==> src/rtl/ibex_multdiv_param.sv <==
// rtl/ibex_multdiv_param.sv - parametrised multi-cycle multiply/divide unit with valid/ready handshake
// Divider datapath is present only when MULTDIV_DIV_EN is defined.
module ibex_multdiv_param #(
  parameter int WIDTH      = 32,
  parameter int MULT_SLICE = 16
) (
  input  logic             clk_i,
  input  logic             rst_ni,
  input  logic             req_valid_i,
  output logic             req_ready_o,
  input  logic [1:0]       operator_i,
  input  logic [1:0]       signed_mode_i,
  input  logic [WIDTH-1:0] op_a_i,
  input  logic [WIDTH-1:0] op_b_i,
  input  logic             kill_i,
  output logic             resp_valid_o,
  input  logic             resp_ready_i,
  output logic [WIDTH-1:0] result_o
);
  localparam int AW = 2*WIDTH+2;
  localparam int CW = $clog2(WIDTH);
  localparam logic [CW-1:0] LP_M_LAST = CW'(WIDTH/MULT_SLICE - 1);

  typedef enum logic [2:0] {IDLE, MULT, DIV_ABS, DIV_COMP, DIV_FIX, DONE} state_e;

  state_e           r_state;
  logic             r_op_hi;
  logic             r_b_signed;
  logic [AW-1:0]    r_mcand;
  logic [AW-1:0]    r_acc;
  logic [WIDTH-1:0] r_mplier;
  logic [WIDTH-1:0] r_result;
  logic [CW-1:0]    r_cnt;

  // Multiplicand shifts left one slice per cycle, so each partial product lands already aligned.
  logic          w_top_neg;
  logic [AW-1:0] w_slice;
  logic [AW-1:0] w_acc_nxt;
  assign w_top_neg = r_b_signed & (r_cnt == LP_M_LAST) & r_mplier[MULT_SLICE-1];
  assign w_slice   = {{(AW-MULT_SLICE){w_top_neg}}, r_mplier[MULT_SLICE-1:0]};
  assign w_acc_nxt = r_acc + r_mcand * w_slice;

`ifdef MULTDIV_DIV_EN
  localparam logic [WIDTH-1:0] LP_MIN = {1'b1, {(WIDTH-1){1'b0}}};

  logic             r_a_signed;
  logic             r_neg_a;
  logic             r_neg_b;
  logic [WIDTH-1:0] r_num;
  logic [WIDTH-1:0] r_den;
  logic [WIDTH-1:0] r_rem;
  logic [WIDTH-1:0] r_quo;

  logic             w_neg_a;
  logic             w_neg_b;
  logic             w_ovf;
  logic [WIDTH:0]   w_rem_sh;
  logic [WIDTH:0]   w_diff;
  logic             w_ge;
  assign w_neg_a  = r_a_signed & r_mcand[WIDTH-1];
  assign w_neg_b  = r_b_signed & r_mplier[WIDTH-1];
  assign w_ovf    = r_a_signed & r_b_signed & (r_mcand[WIDTH-1:0] == LP_MIN) & (&r_mplier);
  assign w_rem_sh = {r_rem, r_num[r_cnt]};
  assign w_diff   = w_rem_sh - {1'b0, r_den};
  // A set top bit of the shifted remainder already exceeds any divisor; otherwise the borrow decides.
  assign w_ge     = w_rem_sh[WIDTH] | ~w_diff[WIDTH];
`endif

  always_ff @(posedge clk_i or negedge rst_ni) begin
    if (!rst_ni) begin
      r_state    <= IDLE;
      r_op_hi    <= 1'b0;
      r_b_signed <= 1'b0;
      r_mcand    <= '0;
      r_acc      <= '0;
      r_mplier   <= '0;
      r_result   <= '0;
      r_cnt      <= '0;
`ifdef MULTDIV_DIV_EN
      r_a_signed <= 1'b0;
      r_neg_a    <= 1'b0;
      r_neg_b    <= 1'b0;
      r_num      <= '0;
      r_den      <= '0;
      r_rem      <= '0;
      r_quo      <= '0;
`endif
    end else if (kill_i && (r_state != IDLE)) begin
      r_state <= IDLE;
    end else begin
      case (r_state)
        IDLE: begin
          if (req_valid_i && !kill_i) begin
            r_op_hi    <= operator_i[0];
            r_b_signed <= signed_mode_i[1];
            r_mcand    <= {{(AW-WIDTH){signed_mode_i[0] & op_a_i[WIDTH-1]}}, op_a_i};
            r_mplier   <= op_b_i;
            r_acc      <= '0;
            r_cnt      <= '0;
`ifdef MULTDIV_DIV_EN
            r_a_signed <= signed_mode_i[0];
`endif
            r_state    <= operator_i[1] ? DIV_ABS : MULT;
          end
        end
        MULT: begin
          r_acc    <= w_acc_nxt;
          r_mcand  <= r_mcand << MULT_SLICE;
          r_mplier <= r_mplier >> MULT_SLICE;
          r_cnt    <= r_cnt + 1'b1;
          if (r_cnt == LP_M_LAST) begin
            r_result <= r_op_hi ? w_acc_nxt[2*WIDTH-1:WIDTH] : w_acc_nxt[WIDTH-1:0];
            r_state  <= DONE;
          end
        end
`ifdef MULTDIV_DIV_EN
        DIV_ABS: begin
          if (r_mplier == '0) begin
            r_result <= r_op_hi ? r_mcand[WIDTH-1:0] : '1;
            r_state  <= DONE;
          end else if (w_ovf) begin
            r_result <= r_op_hi ? '0 : r_mcand[WIDTH-1:0];
            r_state  <= DONE;
          end else begin
            r_neg_a <= w_neg_a;
            r_neg_b <= w_neg_b;
            r_num   <= w_neg_a ? -r_mcand[WIDTH-1:0] : r_mcand[WIDTH-1:0];
            r_den   <= w_neg_b ? -r_mplier : r_mplier;
            r_rem   <= '0;
            r_quo   <= '0;
            r_cnt   <= CW'(WIDTH-1);
            r_state <= DIV_COMP;
          end
        end
        DIV_COMP: begin
          if (w_ge) begin
            r_rem        <= w_diff[WIDTH-1:0];
            r_quo[r_cnt] <= 1'b1;
          end else begin
            r_rem <= w_rem_sh[WIDTH-1:0];
          end
          r_cnt <= r_cnt - 1'b1;
          if (r_cnt == '0) r_state <= DIV_FIX;
        end
        DIV_FIX: begin
          r_result <= r_op_hi ? (r_neg_a ? -r_rem : r_rem)
                              : ((r_neg_a ^ r_neg_b) ? -r_quo : r_quo);
          r_state  <= DONE;
        end
`else
        DIV_ABS: begin
          r_result <= '0;
          r_state  <= DONE;
        end
`endif
        DONE: begin
          if (resp_ready_i) r_state <= IDLE;
        end
        default: r_state <= IDLE;
      endcase
    end
  end

  assign req_ready_o  = (r_state == IDLE);
  assign resp_valid_o = (r_state == DONE);
  assign result_o     = r_result;
endmodule

==> config.mk <==
export PLATFORM = sky130hd
export DESIGN_NAME = ibex_multdiv_param
export DESIGN_NICKNAME = d
export VERILOG_FILES = /design/src/rtl/ibex_multdiv_param.sv
export SDC_FILE = /design/constraint.sdc
export NUM_CORES = 2
export LEC_CHECK = 0
export CELL_PAD_IN_SITES_DETAIL_PLACEMENT = 0
export CELL_PAD_IN_SITES_GLOBAL_PLACEMENT = 1
export CORE_AREA = 2 2 337 339
export CTS_CLUSTER_DIAMETER = 60
export CTS_CLUSTER_SIZE = 30
export DETAILED_ROUTE_END_ITERATION = 6
export DIE_AREA = 0 0 339 341
export PLACE_DENSITY_LB_ADDON = 0.1
export SETUP_SLACK_MARGIN = 0.5
export SLEW_MARGIN = 20
export SYNTH_ARGS = -nofsm -noshare
export SYNTH_HDL_FRONTEND = slang
export SYNTH_SLANG_ARGS = --single-unit
==> constraint.sdc <==
create_clock -name clk_i -period 8.8 [get_ports clk_i]
set_input_delay 2.64 -clock clk_i [delete_from_list [all_inputs] [get_ports clk_i]]
set_output_delay 2.64 -clock clk_i [all_outputs]
set_load 0.02 [all_outputs]
# Yosys cells after proc, flatten, opt, wreduce, memory -nomap -nowiden
# Index checks and enable logic that the tools add are counted.
dict set report word_totals {
  regBits 206
  inputBits 73
  output_inout_bits 34
  wordCells 52
}
dict set report classes {
  addsub 2
  n_mul 1
  n_eq_ne 9
  mux 17
  bitwise_logic 4
  reduce_logical 11
}
# cell n
set op_table {}
lappend op_table {{$pmux 66 s2} 2}
lappend op_table {{$mux 66} 2}
lappend op_table {{$pmux 32 s2} 2}
lappend op_table {{$mux 32} 3}
lappend op_table {{$add 66x66->66} 1}
lappend op_table {{$mul 66x17->66} 1}
lappend op_table {{$mux 3} 4}
lappend op_table {{$pmux 3 s4} 1}
lappend op_table {{$reduce_and 3->1} 4}
lappend op_table {{$pmux 5 s2} 1}
lappend op_table {{$ne 3x1->1 const B} 2}
lappend op_table {{$add 5x1->5 const B} 1}
lappend op_table {{$eq 5x1->1 const B} 1}
lappend op_table {{$mux 5} 1}
lappend op_table {{$reduce_bool 2->1} 2}
lappend op_table {{$and 1x1->1} 3}
lappend op_table {{$eq 3x1->1 const B} 1}
lappend op_table {{$eq 3x2->1 const B} 1}
lappend op_table {{$eq 3x3->1 const B} 1}
lappend op_table {{$logic_not 3->1} 1}
lappend op_table {{$ne 3x3->1 const B} 1}
lappend op_table {{$reduce_bool 3->1} 1}
lappend op_table {{$logic_and 1x1->1} 2}
lappend op_table {{$mux 2} 1}
lappend op_table {{4 further kinds} 4}

# Longest topological paths before layout
dict set report logic_depth {
  depth_word 8
  ltp_mapped 27
  mapped_depth_nobuf 25
}

# Least setup slack after synthesis
# Ideal clock, no wire load.
dict set report synth_timing {
  path_kind {register to register}
  from {register r_cnt[1]}
  to {register r_result[23], in the netlist result_o[23]}
  setup_time_ps 127
  arrival_time_ps 6735
  required_ps 8673
  path_slack_ps 1937
  stages_incl_launch_ff 27
  path_buffers 3
  period_less_slack_ps 6863
  cell_sequence {dfrtp_1 inv_1 ha_1 nor4b_1 nand3_1 clkbuf_1 clkbuf_1 nor2_1 fa_1 inv_1 fa_1 fa_1 fa_1 fa_1 fa_1 inv_1 ha_1 and3_1 buf_4 and3_4 nand3_4 or3_1 o211a_1 o41a_1 xnor2_1 a222oi_1 inv_1}
}
dict set report synth_via {
  elab_chain_len 8
  elab_cells_between_ends 10
  cone_classes {add/sub (1); mul (1); eq/ne (2); mux (3); bitwise (2); reduce/logical (1)}
}
# item line_no
set synth_lines {}
lappend synth_lines {{start: declaration} 33} ;# logic [CW-1:0] r_cnt;
lappend synth_lines {{start signal: assignment} 110} ;# r_cnt <= r_cnt + 1'b1;
lappend synth_lines {{$eq 5x1->1 *} {39, 111}}
lappend synth_lines {{$and 1x1->1 (2 in series)} 39} ;# assign w_top_neg = r_b_signed & (r_cnt == LP_M_LAST) & r_mplier[MULT_SLICE-1];
lappend synth_lines {{$mul 66x17->66} 41} ;# assign w_acc_nxt = r_acc + r_mcand * w_slice;
lappend synth_lines {{$add 66x66->66} 41}
lappend synth_lines {{$mux 32} 112} ;# r_result <= r_op_hi ? w_acc_nxt[2*WIDTH-1:WIDTH] : w_acc_nxt[WIDTH-1:0];
lappend synth_lines {{$mux 32} 111} ;# if (r_cnt == LP_M_LAST) begin
lappend synth_lines {{$pmux 32 s2} 91} ;# case (r_state)
lappend synth_lines {{end signal: assignment} 112}
lappend synth_lines {{end: declaration} 32} ;# logic [WIDTH-1:0] r_result;
# Every way passes the cells marked *; elsewhere a longest branch is shown, timed or not. The select of a mux whose other input is x is not followed.
# A chain may end at the register's enable or synchronous reset.

# Worst setup path after layout
dict set report layout_timing {
  from {register r_cnt[1]}
  to {register r_acc[62]}
}
dict set report layout_via {
  elab_chain_len 6
}
# item line_no
set layout_lines {}
lappend layout_lines {{$eq 5x1->1} 39}
lappend layout_lines {{$and 1x1->1 (2 in series)} 39}
lappend layout_lines {{$mul 66x17->66} 41}
lappend layout_lines {{$add 66x66->66} 41}
lappend layout_lines {{$pmux 66 s2} 91}
lappend layout_lines {{end signal: assignment} 107} ;# r_acc <= w_acc_nxt;
lappend layout_lines {{end: declaration} 30} ;# logic [AW-1:0] r_acc;
# No other way between the ends.

==> reports/results.txt <==
Root Buffer: clkbuf_16
Final Instance Area: 0.0425 sq mm
Clock Path Buffers: 3
Fillers: 11.5k
Critical path buffers and inverters: 4
# hold bufs at CTS: 0
Final nets: 5273
CTS tree: built
Clock Sinks: 202
Syn Nets: 5347
Share of cells above drive strength 1: 3.93%
Clock skew: 79.3 ps
Via Count: 28.0k
RePlAce Congestion: 0.870
Slowest CP cell: o41ai_1
CP peak stage delay: 580 ps
Min cycle time layout: 7880 ps
Max FO, Critical Path: 12
Slew @ Worst Pin: 1100 ps
Max cap viols: 0
Synth Cell Area: 0.0390 sq mm
Initial antenna violation count: 5
Crit end category: flop
Hold_sp: result_o[3]$_DFFE_PN0P_
Die height: 341 microns
H-tree levels: 1
Ys async rst share: 100%
Final ANT Viol Nets: 0
Worst hold-check path type: flop to flop
PortBufs: 106
Total Routed Length: 129000 microns
Vias in the first global route: 31.3k
CP most frequent cell: fa_1
CP arrival: 8420 ps
Synth unique cells: 65
CP top delay family: adder cells
Hpwl dp: 103000 microns
Main synth FF type: dfrtp_1
Remaining global-route overflow: 0
Vias per cell: 4.92
Max-slew violations: 0
Placed insts: 5647
Die X: 339 microns
Worst-path clk slew: 80 ps
CP Class: flop to flop
Reg-to-reg startpoint: r_cnt[1]$_DFFE_PN0P_
Number of flops mapped to enable cells by yosys: 0
Post-CTS setup buffers: 0
Setup crit start kind: flop
Routed len/inst: 22.7 microns
TritonCTS Buffers: 28
Drt first pass iters: 7
Critical Path RT: 9330 ps
RSZ-0062 raised after global routing: false
Final setup TNS: 0 ps
Initial core utilization: 34.9%
Die ar.: 0.116 sq mm
Ys Warns: 0
First-pass GRT wire length: 202000 microns
Most common cell after layout, fill and taps aside: inv_1
GRT Overall Usage: 23.2%
DR DRC count: 3
Area growth syn-to-layout: 9.05%
Initial drt markers: 1480
Status: complete, but fails checks
Clk_lat worst skew: 660 ps
Fin. Hold Viols: 0
Highest Clock Rate: 127 MHz
Placeable Area: 0.112 sq mm
Most frequent cells in the layout: inv_1, fa_1, nand2_1
CP Launch Point: r_cnt[1]$_DFFE_PN0P_
FP Rows: 123
Synthesized instance count: 4251
Seq/Total Area, Yosys: 13.0%
Setup Viol. Count Final: 0
Largest net degree at the start of global routing: 139
Worst slew margin: 26.9%
Core Util, Final: 38.0%
Average size of a mapped cell: 9.17 sq um
Number of synthesized register bits: 202
Io pins: 107
Fin crit share: 89.6%
Area post-placement: 0.0415 sq mm
Failing checks: DRC
Post-Layout Cell Count: 5699
[flip-flops by register name (all words and copies together) (netlist names)]
register,cells
r_op_hi,1
r_acc,64
r_cnt,5
result_o,32
r_mplier,32
r_b_signed,1
r_mcand,64
r_state,3
[synth_stat cells (8+ instances only)]
| cell | count | area, sq um |
|---|---|---|
| buf_1 | 12 | 45.0 |
| clkbuf_1 | 267 | 1000 |
| o21ai_0 | 67 | 335 |
| nand2_1 | 652 | 2450 |
| a22oi_1 | 26 | 195 |
| inv_1 | 979 | 3670 |
| o21bai_1 | 9 | 67.6 |
| and3_1 | 10 | 62.6 |
| nor2_1 | 80 | 300 |
| a221o_1 | 38 | 380 |
| ha_1 | 162 | 2030 |
| nand3_1 | 17 | 85.1 |
| nor2b_1 | 8 | 50.1 |
| xor2_1 | 31 | 272 |
| a21oi_1 | 74 | 370 |
| o21a_1 | 9 | 67.6 |
| a21o_1 | 38 | 285 |
| and2_1 | 393 | 2460 |
| or2_2 | 10 | 62.6 |
| dfrtp_1 | 202 | 5050 |
| nor3_1 | 13 | 65.1 |
| nand4_1 | 15 | 93.8 |
| a22o_1 | 97 | 850 |
| o211ai_1 | 9 | 67.6 |
| fa_1 | 861 | 17200 |
| xnor2_1 | 63 | 552 |
| mux2i_1 | 21 | 210 |
[worst register-to-register path, stage by stage (launching register included)]
cell	delay (ps)
dfrtp_1	420
inv_1	70
ha_1	130
nor4b_2	380
nand3_4	380
buf_4	340
nor2_1	250
fa_1	470
inv_1	80
fa_1	430
fa_1	400
fa_1	420
fa_1	430
fa_1	520
inv_1	50
ha_1	410
a21oi_1	410
a21boi_0	170
o41ai_1	580
nand4_1	180
a31oi_1	340
o31ai_1	230
nor4_1	230
nor3_1	100
xor2_1	160
a22o_1	190
[cells by family (layout without fill, tap and decap cells)]
family	Yosys count	after routing	share of synthesized area, %
XOR/XNOR	94	94	2.11
flip-flops	202	202	13.0
buffers and inverters	1264	1211	12.2
AO/OA/AOI/OAI	421	421	7.82
multiplexers	23	23	0.597
AND/OR/NAND/NOR	1224	1224	14.9
adder cells (fa/ha/maj)	1023	1023	49.4
other	0	1	0
[cell type report]
| class | count | area (sq um) | share of cell area (%) |
|---|---|---|---|
| Timing Repair Buffer | 181 | 1650 | 3.89 |
| Sequential cell | 202 | 5070 | 11.9 |
| Clock inverter | 22 | 304 | 0.715 |
| Antenna cell | 1 | 2.50 | 0.00588 |
| Tap cell | 1500 | 1880 | 4.41 |
| Multi-Input combinational cell | 2785 | 29200 | 68.7 |
| Clock buffer | 29 | 714 | 1.68 |
| Inverter | 979 | 3670 | 8.64 |
[per-stage QoR]
stage / hold WS [ps] / setup WS [ps]
floorplan: 466 / 1940
global placement: 475 / 518
detailed placement: 480 / 478
CTS: 499 / 829
global route: 520 / 541
finish: 496 / 916
[metal layers]
metal  vias to the layer above  wire length, microns  track usage [%]
met4                         0                  3410             5.29
met3                       137                  6440             3.56
li1                      12417                     -                -
met5                         -                     0                0
met1                     14875                 59700             32.8
met2                       617                 59800             37.4
[final timing paths]
kind	end	slack [ps]	depth (start not counted)
max in group asynchronous	r_acc[24]$_DFFE_PN0P_	5330	2
worst min register to register	result_o[3]$_DFFE_PN0P_	500	2
worst min-delay path	result_o[3]$_DFFE_PN0P_	500	2
min in group asynchronous	r_mplier[12]$_DFFE_PN0P_	1990	1
worst max register to register	r_acc[62]$_DFFE_PN0P_	920	25
worst max-delay path	r_acc[62]$_DFFE_PN0P_	920	25
[repair_timing]
| action | 4_1_cts | 5_1_grt |
|---|---|---|
| pin swaps | 1 | 0 |
| hold endpoints to repair | 0 | 0 |
| setup endpoints to repair | 3 | 3 |
| resized for setup | 2 | 1 |
Power is left out: the tool's default activity adds up to more than one toggle a clock period on the data nets, which glitch-free logic cannot reach.
